File: config.mk
export PLATFORM = sky130hd
export DESIGN_NAME = a51_session_ctrl
export DESIGN_NICKNAME = d
export VERILOG_FILES = /design/src/rtl/a51_session_ctrl.sv
export SDC_FILE = /design/constraint.sdc
export NUM_CORES = 1
export LEC_CHECK = 0
export ABC_CLOCK_PERIOD_IN_PS = 3300
export CAP_MARGIN = 0
export CORE_ASPECT_RATIO = 0.8
export CORE_MARGIN = 2
export CORE_UTILIZATION = 26
export DETAILED_ROUTE_END_ITERATION = 12
export PLACE_DENSITY = 0.57
export SLEW_MARGIN = 25
export SYNTH_ARGS = -nofsm -noshare
export SYNTH_HDL_FRONTEND = slang
export SYNTH_SLANG_ARGS = --single-unit
export TNS_END_PERCENT = 1
File: constraint.sdc
create_clock -name clk -period 3.3 [get_ports clk]
set_input_delay 0.495 -clock clk [delete_from_list [all_inputs] [get_ports clk]]
set_output_delay 0.495 -clock clk [all_outputs]
set_load 0.005 [all_outputs]
File: src/rtl/a51_session_ctrl.sv
// A5/1 session controller: loads key/frame serially into the core, collects one 228-bit
// keystream block and streams it out as bytes through a small FIFO. Optional: A51_SESSION_CTRL_FN_AUTOINC_EN.
module a51_session_ctrl #(
  parameter int FIFO_DEPTH = 4
) (
  input  logic        clk,
  input  logic        rst,
  input  logic        start,
  input  logic [63:0] key,
  input  logic [21:0] fn,
  input  logic        cont,
  output logic        busy,
  output logic        done,
  output logic        overrun,
  output logic        timeout,
  output logic [7:0]  ks_data,
  output logic        ks_valid,
  input  logic        ks_ready,
  output logic        ks_last,
  output logic [3:0]  ks_nbits,
  output logic        core_rst_n,
  output logic        core_startloading,
  output logic        core_keybit,
  input  logic        core_bitout,
  input  logic        core_doneloading
);
  localparam int AW = $clog2(FIFO_DEPTH);

  typedef enum logic [2:0] {
    S_IDLE, S_START, S_KEY, S_FRAME, S_WAITRUN, S_COLLECT, S_FLUSH
  } state_t;

  typedef struct packed {
    logic [7:0] data;
    logic       last;
    logic [3:0] nbits;
  } ks_beat_t;

  state_t      state;
  logic [63:0] key_r;
  logic [21:0] fn_r;
  logic [7:0]  cnt;
  logic [6:0]  byte_sr;
  logic        accept;

  ks_beat_t    mem [FIFO_DEPTH];
  logic [AW-1:0] wr_ptr, rd_ptr;
  logic [AW:0] count;
  logic        push, pop, full_eff, wr;
  ks_beat_t    push_beat, head;

  assign accept = start & ~busy;

`ifndef A51_SESSION_CTRL_FN_AUTOINC_EN
  logic unused_cont;
  assign unused_cont = cont;
`endif

  always_ff @(posedge clk) begin
    if (rst) begin
      state             <= S_IDLE;
      busy              <= 1'b0;
      done              <= 1'b0;
      timeout           <= 1'b0;
      core_rst_n        <= 1'b0;
      core_startloading <= 1'b0;
      core_keybit       <= 1'b0;
      cnt               <= '0;
      key_r             <= '0;
      fn_r              <= '0;
      byte_sr           <= '0;
    end else begin
      done              <= 1'b0;
      core_rst_n        <= 1'b1;
      core_startloading <= 1'b0;
      case (state)
        S_IDLE: if (accept) begin
          key_r             <= key;
          fn_r              <= fn;
          timeout           <= 1'b0;
          busy              <= 1'b1;
          core_startloading <= 1'b1;
          state             <= S_START;
        end
        S_START: begin
          core_keybit <= key_r[0];
          cnt         <= '0;
          state       <= S_KEY;
        end
        // cnt indexes the bit currently on core_keybit; the next one is staged each edge
        S_KEY: if (cnt == 8'd63) begin
          core_keybit <= fn_r[0];
          cnt         <= '0;
          state       <= S_FRAME;
        end else begin
          core_keybit <= key_r[cnt[5:0] + 6'd1];
          cnt         <= cnt + 8'd1;
        end
        S_FRAME: if (cnt == 8'd21) begin
          core_keybit <= 1'b0;
          cnt         <= '0;
          state       <= S_WAITRUN;
        end else begin
          core_keybit <= fn_r[cnt[4:0] + 5'd1];
          cnt         <= cnt + 8'd1;
        end
        // the cycle doneloading rises already carries keystream bit 0
        S_WAITRUN: if (core_doneloading) begin
          byte_sr <= {byte_sr[5:0], core_bitout};
          cnt     <= 8'd1;
          state   <= S_COLLECT;
        end else if (cnt == 8'd255) begin
          timeout    <= 1'b1;
          core_rst_n <= 1'b0;
          state      <= S_FLUSH;
        end else begin
          cnt <= cnt + 8'd1;
        end
        S_COLLECT: begin
          byte_sr <= {byte_sr[5:0], core_bitout};
          if (cnt == 8'd227) begin
            done       <= 1'b1;
            core_rst_n <= 1'b0;
            state      <= S_FLUSH;
          end else begin
            cnt <= cnt + 8'd1;
          end
        end
        S_FLUSH: begin
`ifdef A51_SESSION_CTRL_FN_AUTOINC_EN
          if (cont) begin
            fn_r              <= fn_r + 22'd1;
            core_startloading <= 1'b1;
            state             <= S_START;
          end else begin
            busy  <= 1'b0;
            state <= S_IDLE;
          end
`else
          busy  <= 1'b0;
          state <= S_IDLE;
`endif
        end
        default: begin
          busy  <= 1'b0;
          state <= S_IDLE;
        end
      endcase
    end
  end

  // byte assembly taps the live core bit so the push lands on the 8th-bit edge
  always_comb begin
    push      = 1'b0;
    push_beat = '0;
    if (state == S_COLLECT) begin
      if (cnt == 8'd227) begin
        push            = 1'b1;
        push_beat.data  = {byte_sr[2:0], core_bitout, 4'b0000};
        push_beat.last  = 1'b1;
        push_beat.nbits = 4'd4;
      end else if (cnt[2:0] == 3'd7) begin
        push            = 1'b1;
        push_beat.data  = {byte_sr, core_bitout};
        push_beat.nbits = 4'd8;
      end
    end
  end

  assign ks_valid = (count != '0);
  assign pop      = ks_valid & ks_ready;
  assign full_eff = (count == (AW+1)'(FIFO_DEPTH)) & ~pop;
  assign wr       = push & ~full_eff;
  assign head     = mem[rd_ptr];
  assign ks_data  = ks_valid ? head.data  : '0;
  assign ks_last  = ks_valid ? head.last  : 1'b0;
  assign ks_nbits = ks_valid ? head.nbits : '0;

  always_ff @(posedge clk) begin
    if (wr) mem[wr_ptr] <= push_beat;
  end

  always_ff @(posedge clk) begin
    if (rst) begin
      wr_ptr  <= '0;
      rd_ptr  <= '0;
      count   <= '0;
      overrun <= 1'b0;
    end else begin
      if (wr)  wr_ptr <= wr_ptr + 1'b1;
      if (pop) rd_ptr <= rd_ptr + 1'b1;
      count <= count + {{AW{1'b0}}, wr} - {{AW{1'b0}}, pop};
      if (accept)              overrun <= 1'b0;
      else if (push & full_eff) overrun <= 1'b1;
    end
  end
endmodule
==> flow_summary.ini <==
[sta]
layout_setup_ws_ps = 323
tightest_slew_ps = 899
max_slew_margin_pct = 40.0
period_minus_slack_ps = 2980
rsz0062_at_grt = no
hold_viol = 0
slew_viol_final = 0
setup_viol_count_final = 0
post-route-period-util_pct = 90.2
setup_tns_ps = 0
timing.fmax_mhz = 336
fin_skew_ps = 11.0

[layout]
layout-drive-gt1-share_pct = 10.3
nets = 897
fillers = 2708
n_antenna_cell = 0
utilization_pct = 34.4
area_growth_pct = 29.8

[clocking]
cts-root-buf = clkbuf_16
path_clk_slew_ps = 70
h-tree-depth = 4
cts_setup_buffers = 0
cts_sinks = 160
cts_tree = built
cts_buffers = 17
insertion_delay_ps = 420
cts_buffer_depth = 2
cts_hold_buffers = 0
cts_resized = 0

[floorplan]
rows = 53
dieArea_sq_um = 28100
die_h_microns = 150
die_w_microns = 187
ios = 114
coreArea_sq_um = 26300
start_util_pct = 26.5

[power]
intPower_w = 0.00443
swShare_pct = 33.2
p_comb_share_pct = 32.1
seq_power_share_pct = 37.6
p_per_area_nw_per_um2 = 735
cellLeakagePower_nw = 3.22
clkPwrFrac_pct = 30.3
power.switching_w = 0.00220
vdd_drop_max_mv = 0.473

[detailed_routing]
ant_nets = 0
drt-pass1-iter-count = 4
drc_errors = 0
wl_mm = 16.7
wl_per_cell_microns = 14.4
vias_per_cell = 4.46
routed-via-count = 5195
dr.first_iter.drc_count = 300

[synth]
synth_top_area_share_pct = 34.6
synth_area_sq_um = 6950
yosys.area.top_type = dfxtp_1
yosys_most_used_dff = dfxtp_1
yosys-top-cells-area = dfxtp_1 35%, edfxtp_1 17%, nand2_1 10%
ys_seq_elements = 160
synth.top_cells.by_count = 186 x nand2_1, 120 x dfxtp_1, 101 x a21oi_1
ys_seq_area_share_pct = 51.8
syn_avg_cell_area_sq_um = 10.0
synthCells = 695
yosys_warnings = 0
synth-edff-count = 40
yosysUniqueCellTypes = 54
yosysMostFrequentCell = nand2_1
synthArstFlopShare_pct = 0

[global_route]
grt_overflow = 0
grt_max_degree = 88
grt_pass1_vias = 5268
grt_pass1_wl_mm = 27.4
grtUsageTotal_pct = 12.3
antenna_found_initial = 0

[placed_design]
io_buffers = 110
hpwl_mm = 11.4
post-place-ws_ps = 324
gp_congestion = 0.755

[critical_path]
cp.arrival_ps = 3270
cp.required_ps = 3590
cp_max_fo = 6
criticalPathCategory = reg2reg
start_kind = flop
critPathCaptureType = flop

[run_status]
outcome = completed

[flow_run]
maxCapViolations = 0

[hold_path]
hold_path_class = reg2reg
==> layout by cell type, fill, tap and decap left out, types with 3 or more instances in the layout <==
cell type / instances
nor2b_1: 5
a22oi_1: 4
nor3_1: 5
inv_1: 12
clkbuf_16: 17
ha_1: 9
nor2_1: 37
inv_8: 4
nand2_1: 185
mux4_4: 3
nand2b_1: 3
nor4_1: 3
inv_6: 4
nand3_1: 3
a22o_1: 4
a21oi_1: 101
o21ai_0: 4
xnor2_1: 4
nand3b_1: 3
xor2_1: 3
and3_1: 4
mux4_1: 8
buf_4: 17
edfxtp_1: 40
and2_1: 20
mux4_2: 22
dfxtp_1: 119
mux2i_1: 14
nand4_1: 3
clkdlybuf4s50_1: 109
==> worst max-delay path, cell delays in order, from the launching register on <==
cell and delay (ps):
dfxtp_1 390, ha_1 280, nand4_1 150, nor4_1 400, nor2_1 120, nor3_1 210
inv_1 70, ha_1 270, inv_1 30, ha_1 180, fa_1 370, xnor2_1 190
xnor2_1 130, nor2_1 50
==> path summary, 6_finish.rpt <==
path                                        startpoint                     end  slack (ps)  depth (start not counted)
worst min-delay path            key_r[13]$_SDFFE_PP0P_  key_r[13]$_SDFFE_PP0P_         450                          2
worst min register to register  key_r[13]$_SDFFE_PP0P_  key_r[13]$_SDFFE_PP0P_         450                          2
worst max-delay path               cnt[1]$_SDFFE_PP0P_     count[2]$_SDFF_PP0_         320                         13
worst max register to register     cnt[1]$_SDFFE_PP0P_     count[2]$_SDFF_PP0_         320                         13
==> power groups by stage <==
stage	Clock (W)	Combinational, W	Sequential (W)
global placement	0	0.00216	0.00253
detailed placement	0	0.00218	0.00254
global route	0.00214	0.00239	0.00253
finish	0.00201	0.00213	0.00249
CTS	0.00205	0.00219	0.00249
floorplan	0	0.00153	0.00245
==> layout make-up <==
| class | count | area (sq um) | area share [%] |
|---|---|---|---|
| flip-flops and latches | 160 | 3600 | 39.9 |
| repair buffers | 127 | 1240 | 13.7 |
| well taps | 357 | 447 | 4.95 |
| clock inverters | 15 | 184 | 2.04 |
| multi-input cells | 476 | 3080 | 34.1 |
| inverters | 12 | 45.0 | 0.499 |
| clock buffers | 17 | 425 | 4.71 |
==> cell families (layout without fill, tap and decap cells) <==
logic type	count (synthesis)	in the layout	share of synthesized area, %
buffers and inverters	60	171	3.96
flip-flops	160	160	51.8
other	1	2	0.0539
AND/OR/NAND/NOR	280	280	17.2
AO/OA/AOI/OAI	128	128	10.5
multiplexers	48	48	13.4
adder cells (fa/ha/maj)	10	10	1.91
XOR/XNOR	8	8	1.12
==> flip-flops by register name, indices dropped and copies added (netlist names), 3 cells and up, named ones only <==
name and cells:
byte_sr 7, cnt 8, count 3, state 3, fn_r 22, key_r 64, mem 40
==> per-layer routing <==
metal  vias to the layer above  global-route usage (%)  routed length, microns
met4                         0                    2.74                      87
met1                      2489                    17.4                    8630
li1                       2606                       -                       -
met5                         -                       0                       0
met3                         7                    2.70                     589
met2                        93                    19.4                    7440
==> stage by stage <==
stage	instances	power [W]	hold WS, ps	cell area (sq um)
floorplan	696	0.00398	432	6960
global placement	1132	0.00469	439	8420
detailed placement	1132	0.00471	444	8420
CTS	1164	0.00673	454	9020
global route	1164	0.00706	466	9020
finish	1164	0.00663	453	9020
Power figures use the tool's default switching activity.
